===== src/rtl/backward_registered.sv =====
// backward_registered: ready/valid register slice that registers the backward
// (ready) path. m_ready comes straight from a flop. valid/data pass through
// combinationally, and a one-entry skid register catches the beat in flight
// when downstream stalls. Saturating transfer/stall counters aid bring-up.
//
// Ports:
//   clk        clock, rising edge
//   rst        synchronous active-high reset
//   m_valid    upstream beat valid
//   m_data     upstream payload [WIDTH]
//   m_ready    upstream ready, direct flop output
//   s_valid    downstream beat valid
//   s_data     downstream payload [WIDTH]
//   s_ready    downstream ready
//   cnt_clr    synchronous clear of both counters
//   xfer_cnt   saturating count of downstream transfers [CNT_WIDTH]
//   stall_cnt  saturating count of s_valid & ~s_ready cycles [CNT_WIDTH]
module backward_registered #(
  parameter int unsigned WIDTH     = 8,
  parameter int unsigned CNT_WIDTH = 16
) (
  input  logic                 clk,
  input  logic                 rst,
  input  logic                 m_valid,
  input  logic [WIDTH-1:0]     m_data,
  output logic                 m_ready,
  output logic                 s_valid,
  output logic [WIDTH-1:0]     s_data,
  input  logic                 s_ready,
  input  logic                 cnt_clr,
  output logic [CNT_WIDTH-1:0] xfer_cnt,
  output logic [CNT_WIDTH-1:0] stall_cnt
);

  localparam logic [CNT_WIDTH-1:0] CNT_MAX = '1;

  // State encodes skid_valid: FULL means the skid holds an undelivered beat.
  typedef enum logic {
    EMPTY = 1'b0,
    FULL  = 1'b1
  } state_t;

  state_t           state;
  state_t           state_next;
  logic [WIDTH-1:0] skid_data;
  logic             skid_load;
  logic             up_xfer;
  logic             dn_xfer;
  logic             stall;

  // State, skid payload and the registered upstream ready.
  always_ff @(posedge clk) begin
    if (rst) begin
      state     <= EMPTY;
      skid_data <= '0;
      m_ready   <= 1'b0;
    end else begin
      state   <= state_next;
      // Ready depends only on where the skid will be, never on s_ready directly.
      m_ready <= (state_next == EMPTY);
      if (skid_load) begin
        skid_data <= m_data;
      end
    end
  end

  // Next-state and datapath select.
  always_comb begin
    state_next = state;
    skid_load  = 1'b0;
    s_valid    = 1'b0;
    s_data     = m_data;
    up_xfer    = m_valid & m_ready;
    case (state)
      EMPTY: begin
        s_valid = up_xfer;
        s_data  = m_data;
        // Beat accepted but not taken downstream: park it in the skid.
        if (up_xfer && !s_ready) begin
          state_next = FULL;
          skid_load  = 1'b1;
        end
      end
      FULL: begin
        // m_ready is low here, so no new beat can arrive while draining.
        s_valid = 1'b1;
        s_data  = skid_data;
        if (s_ready) begin
          state_next = EMPTY;
        end
      end
      default: begin
        state_next = EMPTY;
      end
    endcase
  end

  assign dn_xfer = s_valid & s_ready;
  assign stall   = s_valid & ~s_ready;

  // Saturating bring-up counters; clear takes priority over increment.
  always_ff @(posedge clk) begin
    if (rst || cnt_clr) begin
      xfer_cnt  <= '0;
      stall_cnt <= '0;
    end else begin
      if (dn_xfer && (xfer_cnt != CNT_MAX)) begin
        xfer_cnt <= xfer_cnt + CNT_WIDTH'(1);
      end
      if (stall && (stall_cnt != CNT_MAX)) begin
        stall_cnt <= stall_cnt + CNT_WIDTH'(1);
      end
    end
  end

endmodule


===== config.mk =====
export PLATFORM = sky130hd
export DESIGN_NAME = backward_registered
export DESIGN_NICKNAME = d
export VERILOG_FILES = /design/src/rtl/backward_registered.sv
export SDC_FILE = /design/constraint.sdc
export NUM_CORES = 1
export LEC_CHECK = 0
export ABC_CLOCK_PERIOD_IN_PS = 2400
export CELL_PAD_IN_SITES_DETAIL_PLACEMENT = 1
export CELL_PAD_IN_SITES_GLOBAL_PLACEMENT = 2
export CORE_MARGIN = 5
export CORE_UTILIZATION = 29
export CTS_CLUSTER_DIAMETER = 200
export CTS_CLUSTER_SIZE = 14
export DETAILED_ROUTE_END_ITERATION = 12
export PLACE_DENSITY_LB_ADDON = 0.1
export SLEW_MARGIN = 20
export SYNTH_ARGS = -nofsm -noshare
export SYNTH_HDL_FRONTEND = slang
export SYNTH_SLANG_ARGS = --single-unit

===== constraint.sdc =====
create_clock -name clk -period 2.4 [get_ports clk]
set_clock_uncertainty 0.05 [all_clocks]
set_input_delay 0.48 -clock clk [delete_from_list [all_inputs] [get_ports clk]]
set_output_delay 0.48 -clock clk [all_outputs]
set_load 0.05 [all_outputs]

==> results of run 1 <==
## synth_stat cells (all sizes together) (3+ instances only)
cell and number:
dfxtp 42, a21oi 22, nand2 17, or4 15, nor2 13, o31ai 13, nand4 12, o21ai 9
mux2 8, mux2i 8, nand3 8, or3 8, nor4 7, and3 6, buf 5, inv 4
nor3 4, o311ai 4, o41ai 4, and4 3, clkbuf 3, o211ai 3, o31a 3
## metrics by stage
step	worst slack, ns	hold WS [ns]	util, %	power (mW)	cells
after global placement	0.0424	0.417	41.4	0.919	401
final	0.0955	0.447	42.7	1.40	409
after floorplan	0.105	0.404	-	0.824	235
after global routing	0.0293	0.495	42.7	1.46	409
after detailed placement	0.0268	0.432	41.4	0.922	401
after CTS	0.0794	0.454	42.7	1.43	409
## registers in the layout, summed over array words and instances, names as in the netlist
register / cells
m_ready: 1
skid_data: 8
stall_cnt: 16
xfer_cnt: 16
state: 1
## worst paths after layout
path | startpoint | to | slack (ns) | depth (start not counted)
max | m_valid | s_valid | 0.1 | 5
min | skid_data[4] | skid_data[4] | 0.45 | 2
max reg2reg | stall_cnt[0] | stall_cnt[6] | 0.41 | 6
min reg2reg | skid_data[4] | skid_data[4] | 0.45 | 2
## worst min-delay path, cell delays in order, from the launching register on
cell and delay (ns):
sky130_fd_sc_hd__dfxtp_1 0.33, sky130_fd_sc_hd__mux2i_1 0.06, sky130_fd_sc_hd__nor2_1 0.07
## layer usage
layer  share of wire [%]  GRT usage, %  up-vias
li1                    -             -     1071
met1                  47          20.0     1067
met2                  47          23.9       37
met3                 5.4          4.34        4
met4                0.89          4.27        0
met5                   0             0        -
## cell families after synthesis
family,after synthesis,share of synthesized area [%]
flops,42,39.6
simple gates,98,27.3
mux,16,8.01
buf+inv,14,3.89
fa+ha+maj,2,1.18
compound gates,63,20.1
## where the power goes
part	total [mW]	internal, mW	switching (mW)
combinational	0.193	0.0890	0.104
sequential	0.709	0.703	0.00577
clock	0.502	0.232	0.270
## layout make-up
type                            instances  area [sq um]
Clock buffer                            6          82.6
Clock inverter                          2          12.5
Fill cell                             854          4110
Inverter                                5          18.8
Multi-Input combinational cell        179          1200
Sequential cell                        42           841
Tap cell                               99           124
Timing Repair Buffer                   76           783
==> impl_summary.txt, run 1 <==
----------------------------------------------------
[STA]
  Finish-stage setup viols ... 0
  Final critical delay including setup and external delays ... 2.30 ns
  Pins Over Slew Limit ... 0
  Unrepaired setup endpoints after global routing ... false
  Maximum operating frequency ... 0.434 GHz
  Hold violation count in the final report ... 0
  Portion of the clock cycle consumed by the worst path in the final layout ... 96.0%
  Worst slew slack as a fraction of its limit ... 55.8%
  Measured slew at the worst slew-check pin ... 0.658 ns
  Setup TNS ... 0 ns

[Routing]
  Via density ... 5.33
  Sum of routed wire length over all layers ... 6380 microns
  Routed wirelength normalized by instance count ... 15.6 microns
  Drt pass-1 iters ... 4
  Antenna viol nets, final ... 0
  First-iteration detailed-routing DRC count ... 53
  Remaining DRCs ... 0
  Total vias in the final route ... 2179

[Layout]
  Area growth from synthesis to layout ... 44.2%
  Post-route design area ... 3060 sq um
  Number of diodes ... 0
  Fraction of layout instances using a drive strength above 1 ... 18.1%
  Most frequent standard cell in the layout excluding fill and tap cells ... sky130_fd_sc_hd__clkdlybuf4s50_1
  Final nets ... 324
  Highest-count cells in the layout ignoring fill and taps ... sky130_fd_sc_hd__clkdlybuf4s50_1 (45), sky130_fd_sc_hd__dfxtp_1 (42), sky130_fd_sc_hd__buf_4 (23)

[GRT]
  Number of antenna violations at the first check in global routing ... 0
  Via count of the first global-routing pass ... 2248
  GR Util All Layers ... 15.1%
  Wire length of the first global-routing pass ... 11000 microns
  Pin count of the biggest net entering global routing ... 15
  Overall overflow remaining after global route ... 0

[Synth]
  Synth Net Count ... 250
  Seq/Total Area, Yosys ... 39.6%
  Post-synth cell types ... 42
  Register bit total from synthesis ... 42
  Avg Cell Area, Syn ... 9.04 sq um
  Number of enable-type register cells in the synthesized netlist ... 0
  Dominant cells by area after synthesis ... sky130_fd_sc_hd__dfxtp_1 (40%), sky130_fd_sc_hd__a21oi_1 (4.9%), sky130_fd_sc_hd__or4_1 (4.9%)
  Fraction of registers with async set/reset ... 0%
  Synthesis Warnings ... 0
  Share of the synthesized area in the top cell type ... 39.6%
  Cell accounting for the most synthesized area ... sky130_fd_sc_hd__dfxtp_1
  Synth Cell Area ... 2120 sq um
  Number of instances in the synthesized netlist ... 235
  Most used flip-flop cell after synthesis ... sky130_fd_sc_hd__dfxtp_1

[CTS]
  Clock transition at the registers of the reported paths ... 0.09 ns
  Post_cts resized ... 0
  Clk sinks ... 42
  CTS tree ... done
  TritonCTS Buffers ... 5
  Deepest clock path buffer count ... 2
  Clock insertion delay at the later pin of the skew report ... 0.30 ns
  H-Tree Depth ... 2
  Library cell used as clock root buffer ... sky130_fd_sc_hd__clkbuf_8
  Number of setup buffers added after CTS ... 0
  Number of buffers inserted by hold repair at cts ... 0

[Floorplan]
  Total die area ... 9140 sq um
  Number of top-level design ports ... 55
  Placeable core region ... 7180 sq um
  Horizontal die dimension ... 95.6 microns
  Number of rows in the core area ... 31
  Initial standard-cell utilization of the core ... 29.6%
  Y dimension of the die ... 95.6 microns

[Pwr]
  Power per standard cell area ... 458 nW/um^2
  VDD IR max ... 0.000230 V
  Leakage power ... 0.997 nW

[Placed design]
  I/O Buffers ... 54
  Total placed instance area ... 2970 sq um
  Weighted congestion reported at the end of routability-driven placement ... 0.760
  Estimated wirelength of the detail-placed design ... 4880 microns

[Min path]
  Hold crit path type ... reg -> reg

[Worst setup path]
  Crit end category ... output pin
  Slowest stage cell, crit path ... sky130_fd_sc_hd__clkdlybuf4s50_1
  Required time of the worst setup path ... 1.87 ns
  Total buffers and inverters traversed by the critical path ... 4
  Crit path top cell by count ... sky130_fd_sc_hd__buf_4
  Kind of launch point of the worst setup path ... input pin
  Crit path largest cell delay ... 0.46 ns
  Worst path top cell family by delay ... buffers and inverters
  Cell-by-cell listing of the critical path ... clkdlybuf4s50_1 > a21oi_4 > clkinv_1 > buf_4 > buf_4
  WP data arrival ... 1.77 ns
  Critical path class ... in -> out
  Crit-path max FO ... 6

[Outcome]
  Run status ... finished, final reports clean

[Run]
  Max cap viols ... 0

----------------------------------------------------
Note: power is estimated with default switching activity, not from simulation.
==> run 2: changes to the inputs <==
Settings changed: CORE_MARGIN 5 to 4, GPL_TIMING_DRIVEN set to 0.
==> impl_summary.txt, run 2 (synthesized netlist as in run 1, its figures left out) <==
----------------------------------------------------
[Floorplan]
  Number of top-level design ports ... 55
  Initial standard-cell utilization of the core ... 30.6%
  Horizontal die dimension ... 93.6 microns
  Number of rows in the core area ... 30
  Placeable core region ... 6940 sq um
  Total die area ... 8760 sq um
  Y dimension of the die ... 93.6 microns

[CTS]
  Number of buffers inserted by hold repair at cts ... 0
  Number of setup buffers added after CTS ... 0
  Post_cts resized ... 12
  TritonCTS Buffers ... 5
  H-Tree Depth ... 2
  Library cell used as clock root buffer ... sky130_fd_sc_hd__clkbuf_8
  Deepest clock path buffer count ... 2
  Clk sinks ... 42
  CTS tree ... done
  Clock transition at the registers of the reported paths ... 0.08 ns
  Clock insertion delay at the later pin of the skew report ... 0.30 ns

[Layout]
  Number of diodes ... 0
  Final nets ... 310
  Multi-input gate area ... 1210 sq um
  Register area ... 841 sq um
  Highest-count cells in the layout ignoring fill and taps ... sky130_fd_sc_hd__clkdlybuf4s50_1 (44), sky130_fd_sc_hd__dfxtp_1 (42), sky130_fd_sc_hd__a21oi_1 (21)
  Post-layout instance count excluding filler cells ... 392
  Fraction of layout instances using a drive strength above 1 ... 10.8%
  Most frequent standard cell in the layout excluding fill and tap cells ... sky130_fd_sc_hd__clkdlybuf4s50_1
  Final cell utilization of the core ... 42.0%
  Registers with the highest flip-flop counts ... stall_cnt (16), xfer_cnt (16), skid_data (8)
  Area growth from synthesis to layout ... 37.4%
  Number of fill cells ... 809

[STA]
  Worst slew slack as a fraction of its limit ... 41.7%
  Final critical delay including setup and external delays ... 2.29 ns
  Pins Over Slew Limit ... 0
  Measured slew at the worst slew-check pin ... 0.867 ns
  Portion of the clock cycle consumed by the worst path in the final layout ... 95.5%
  Unrepaired setup endpoints after global routing ... false
  Least setup slack across all paths after layout ... 0.107 ns
  Finish-stage setup viols ... 0
  Maximum operating frequency ... 0.436 GHz
  Hold violation count in the final report ... 0

[Routing]
  Sum of routed wire length over all layers ... 6150 microns
  Drt pass-1 iters ... 4
  Remaining DRCs ... 0
  Antenna viol nets, final ... 0
  Routed wirelength normalized by instance count ... 15.7 microns
  First-iteration detailed-routing DRC count ... 87
  Total vias in the final route ... 2118
  Via density ... 5.40

[Pwr]
  Post-route total power ... 1.56 mW
  Leakage power ... 0.936 nW
  VDD IR max ... 0.000179 V
  Power per standard cell area ... 535 nW/um^2

[GRT]
  GR Util All Layers ... 14.7%
  Wire length of the first global-routing pass ... 10200 microns
  Overall overflow remaining after global route ... 0
  Via count of the first global-routing pass ... 2076
  Number of antenna violations at the first check in global routing ... 0
  Pin count of the biggest net entering global routing ... 14

[Worst setup path]
  Crit end category ... output pin
  Crit-path max FO ... 8
  Required time of the worst setup path ... 1.87 ns
  Kind of launch point of the worst setup path ... input pin
  Critical path class ... in -> out
  WP data arrival ... 1.76 ns

[Placed design]
  I/O Buffers ... 53
  Weighted congestion reported at the end of routability-driven placement ... 0.752
  Placed Instances ... 384
  Pre-CTS setup slack ... -0.406 ns
  Estimated wirelength of the detail-placed design ... 4500 microns

[Min path]
  Hold crit path type ... in -> reg

[Outcome]
  Run status ... finished, final reports clean

[Run]
  Max cap viols ... 0

----------------------------------------------------
==> run 2: final cells by class <==
type                    count  share of cell area [%]
repair buffers             53                    17.9
clock inverters             2                    2.06
well taps                  96                    4.11
clock buffers               6                    2.83
flip-flops and latches     42                    28.8
multi-input cells         179                    41.4
inverters                   5                   0.686
plain buffers               9                    2.19
==> run 2: per-stage QoR <==
step | cell area, sq um | setup TNS [ns] | hold WS [ns]
after global routing | 2920 | 0 | 0.460
after global placement | 2780 | -0.749 | 0.419
after detailed placement | 2780 | -0.791 | 0.435
final | 2920 | 0 | 0.425
after floorplan | 2120 | 0 | 0.404
after CTS | 2910 | 0 | 0.421
==> run 2: path summary, 6_finish.rpt <==
path,start,endpoint,slack [ns],cells past startpoint
setup reg to reg,xfer_cnt[1],xfer_cnt[10],0.34,5
hold / removal,s_ready,m_ready,0.42,3
hold reg to reg,skid_data[5],skid_data[5],0.45,2
setup / recovery,m_valid,s_valid,0.11,4
==> run 2: report_power, final <==
group,switching (mW),internal [mW]
Clock,0.257,0.444
Combinational,0.0973,0.0554
Sequential,0.00523,0.703
==> run 2: worst max-delay path, stage by stage <==
cell                              delay (ns)
sky130_fd_sc_hd__clkdlybuf4s50_1        0.46
sky130_fd_sc_hd__a21oi_4                0.26
sky130_fd_sc_hd__clkinv_2               0.18
sky130_fd_sc_hd__clkdlybuf4s15_2        0.37
==> run 2: per-layer routing <==
layer  global-route usage, %  up-vias  share of wire [%]
met2                    23.7       53                 47
met1                    19.3     1016                 46
met5                       0        -                  0
met3                    3.78        5                5.9
met4                    4.33        0                1.4
li1                        -     1044                  -
==> run 3: changes to the inputs <==
Settings changed: REMOVE_ABC_BUFFERS set to 1.
==> impl_summary.txt, run 3 (synthesized netlist as in run 1, its figures left out) <==
----------------------------------------------------
[CTS]
  CTS tree ... done
  TritonCTS Buffers ... 5
  Clk sinks ... 42
  H-Tree Depth ... 2
  Number of buffers inserted by hold repair at cts ... 0
  Clock insertion delay at the later pin of the skew report ... 0.30 ns
  Clock transition at the registers of the reported paths ... 0.08 ns
  Deepest clock path buffer count ... 2
  Library cell used as clock root buffer ... sky130_fd_sc_hd__clkbuf_8

[Layout]
  Fraction of layout instances using a drive strength above 1 ... 9.72%
  Post-route design area ... 2820 sq um
  Area growth from synthesis to layout ... 32.7%
  Number of fill cells ... 821
  Post-layout instance count excluding filler cells ... 384
  Final cell utilization of the core ... 40.6%
  Registers with the highest flip-flop counts ... stall_cnt (16), xfer_cnt (16), skid_data (8)
  Final nets ... 302
  Number of diodes ... 0
  Most frequent standard cell in the layout excluding fill and tap cells ... sky130_fd_sc_hd__clkdlybuf4s50_1
  Highest-count cells in the layout ignoring fill and taps ... sky130_fd_sc_hd__clkdlybuf4s50_1 (44), sky130_fd_sc_hd__dfxtp_1 (41), sky130_fd_sc_hd__a21oi_1 (21)

[Worst setup path]
  Required time of the worst setup path ... 1.87 ns
  Crit-path max FO ... 8
  Critical path class ... in -> out
  WP data arrival ... 1.78 ns
  Crit end category ... output pin
  Kind of launch point of the worst setup path ... input pin

[Routing]
  Via density ... 5.49
  Routed wirelength normalized by instance count ... 16.3 microns
  Antenna viol nets, final ... 0
  Sum of routed wire length over all layers ... 6260 microns
  First-iteration detailed-routing DRC count ... 53
  Remaining DRCs ... 0
  Drt pass-1 iters ... 4
  Total vias in the final route ... 2108

[STA]
  Worst slew slack as a fraction of its limit ... 41.8%
  Pins Over Slew Limit ... 0
  Setup TNS ... 0 ns
  Finish-stage setup viols ... 0
  Least setup slack across all paths after layout ... 0.0923 ns
  Maximum operating frequency ... 0.433 GHz
  Final critical delay including setup and external delays ... 2.31 ns
  Final hold slack ... 0.445 ns
  Unrepaired setup endpoints after global routing ... false
  Measured slew at the worst slew-check pin ... 0.866 ns
  Portion of the clock cycle consumed by the worst path in the final layout ... 96.2%
  Hold violation count in the final report ... 0

[Outcome]
  Run status ... finished, final reports clean

[GRT]
  Overall overflow remaining after global route ... 0
  Wire length of the first global-routing pass ... 10400 microns
  GR Util All Layers ... 14.9%
  Number of antenna violations at the first check in global routing ... 0
  Via count of the first global-routing pass ... 2061
  Pin count of the biggest net entering global routing ... 27

[Pwr]
  VDD IR max ... 0.000167 V
  Leakage power ... 0.889 nW
  Power per standard cell area ... 477 nW/um^2
  Post-route total power ... 1.35 mW

[Placed design]
  Total placed instance area ... 2730 sq um
  Placed Instances ... 376
  Weighted congestion reported at the end of routability-driven placement ... 0.772
  Estimated wirelength of the detail-placed design ... 4460 microns
  I/O Buffers ... 54
  Pre-CTS setup slack ... -0.428 ns

[Floorplan]
  Y dimension of the die ... 93.6 microns
  Placeable core region ... 6940 sq um
  Number of top-level design ports ... 55
  Horizontal die dimension ... 93.6 microns
  Initial standard-cell utilization of the core ... 30.6%
  Total die area ... 8760 sq um
  Number of rows in the core area ... 30

[Run]
  Max cap viols ... 0

[Min path]
  Hold crit path type ... reg -> reg

----------------------------------------------------
==> run 3: cell types whose count changed in the layout (fill, tap and decap cells not counted), sizes merged <==
cell	change
clkinv	+1
clkbuf	-2
bufinv	-2
buf	-5
==> run 3: final cells by class <==
| type | instances | area (sq um) | area share, % |
|---|---|---|---|
| clock buffer | 7 | 86.3 | 3.06 |
| clock inverter | 1 | 5.00 | 0.177 |
| inverter | 5 | 20.0 | 0.710 |
| multi-input combinational | 179 | 1210 | 43.0 |
| sequential | 42 | 842 | 29.9 |
| tap | 96 | 120 | 4.26 |
| timing repair buffer | 54 | 534 | 18.9 |
==> run 3: path summary, 6_finish.rpt <==
kind / startpoint / to / slack, ns / cells after the start
worst max-delay path: m_valid / s_valid / 0.09 / 4
worst min-delay path: skid_data[2] / skid_data[2] / 0.45 / 2
worst max register to register: stall_cnt[10] / stall_cnt[7] / 0.30 / 4
worst min register to register: skid_data[2] / skid_data[2] / 0.45 / 2
==> run 3: per-layer routing <==
metal  vias to the layer above  GRT usage, %  part of all wire, %  wire, microns
met4                         0          4.45                  1.1             67
met1                      1040          19.9                   47           2950
li1                       1025             -                    -              -
met5                         -             0                    0              0
met2                        36          24.2                   48           2990
met3                         7          3.14                  3.9            246
==> run 3: report_power, final <==
group	total (mW)	leakage (nW)	internal, mW	switching [mW]
Combinational	0.146	0.501	0.0508	0.0948
Clock	0.490	0.0482	0.233	0.257
Sequential	0.711	0.340	0.703	0.00720
==> run 3: worst max-delay path, cell delays in order <==
cell	delay (ns)
sky130_fd_sc_hd__clkdlybuf4s50_1	0.46
sky130_fd_sc_hd__a21oi_4	0.26
sky130_fd_sc_hd__clkinv_2	0.20
sky130_fd_sc_hd__clkdlybuf4s15_2	0.38
==> run 3: what timing repair did <==
item | in CTS | in global routing
endpoints found under the setup margin | 9 | 4
setup buffers | 0 | 0
hold endpoints to repair | 0 | 0
gates resized for setup | 13 | 2
pin swaps | 0 | 1
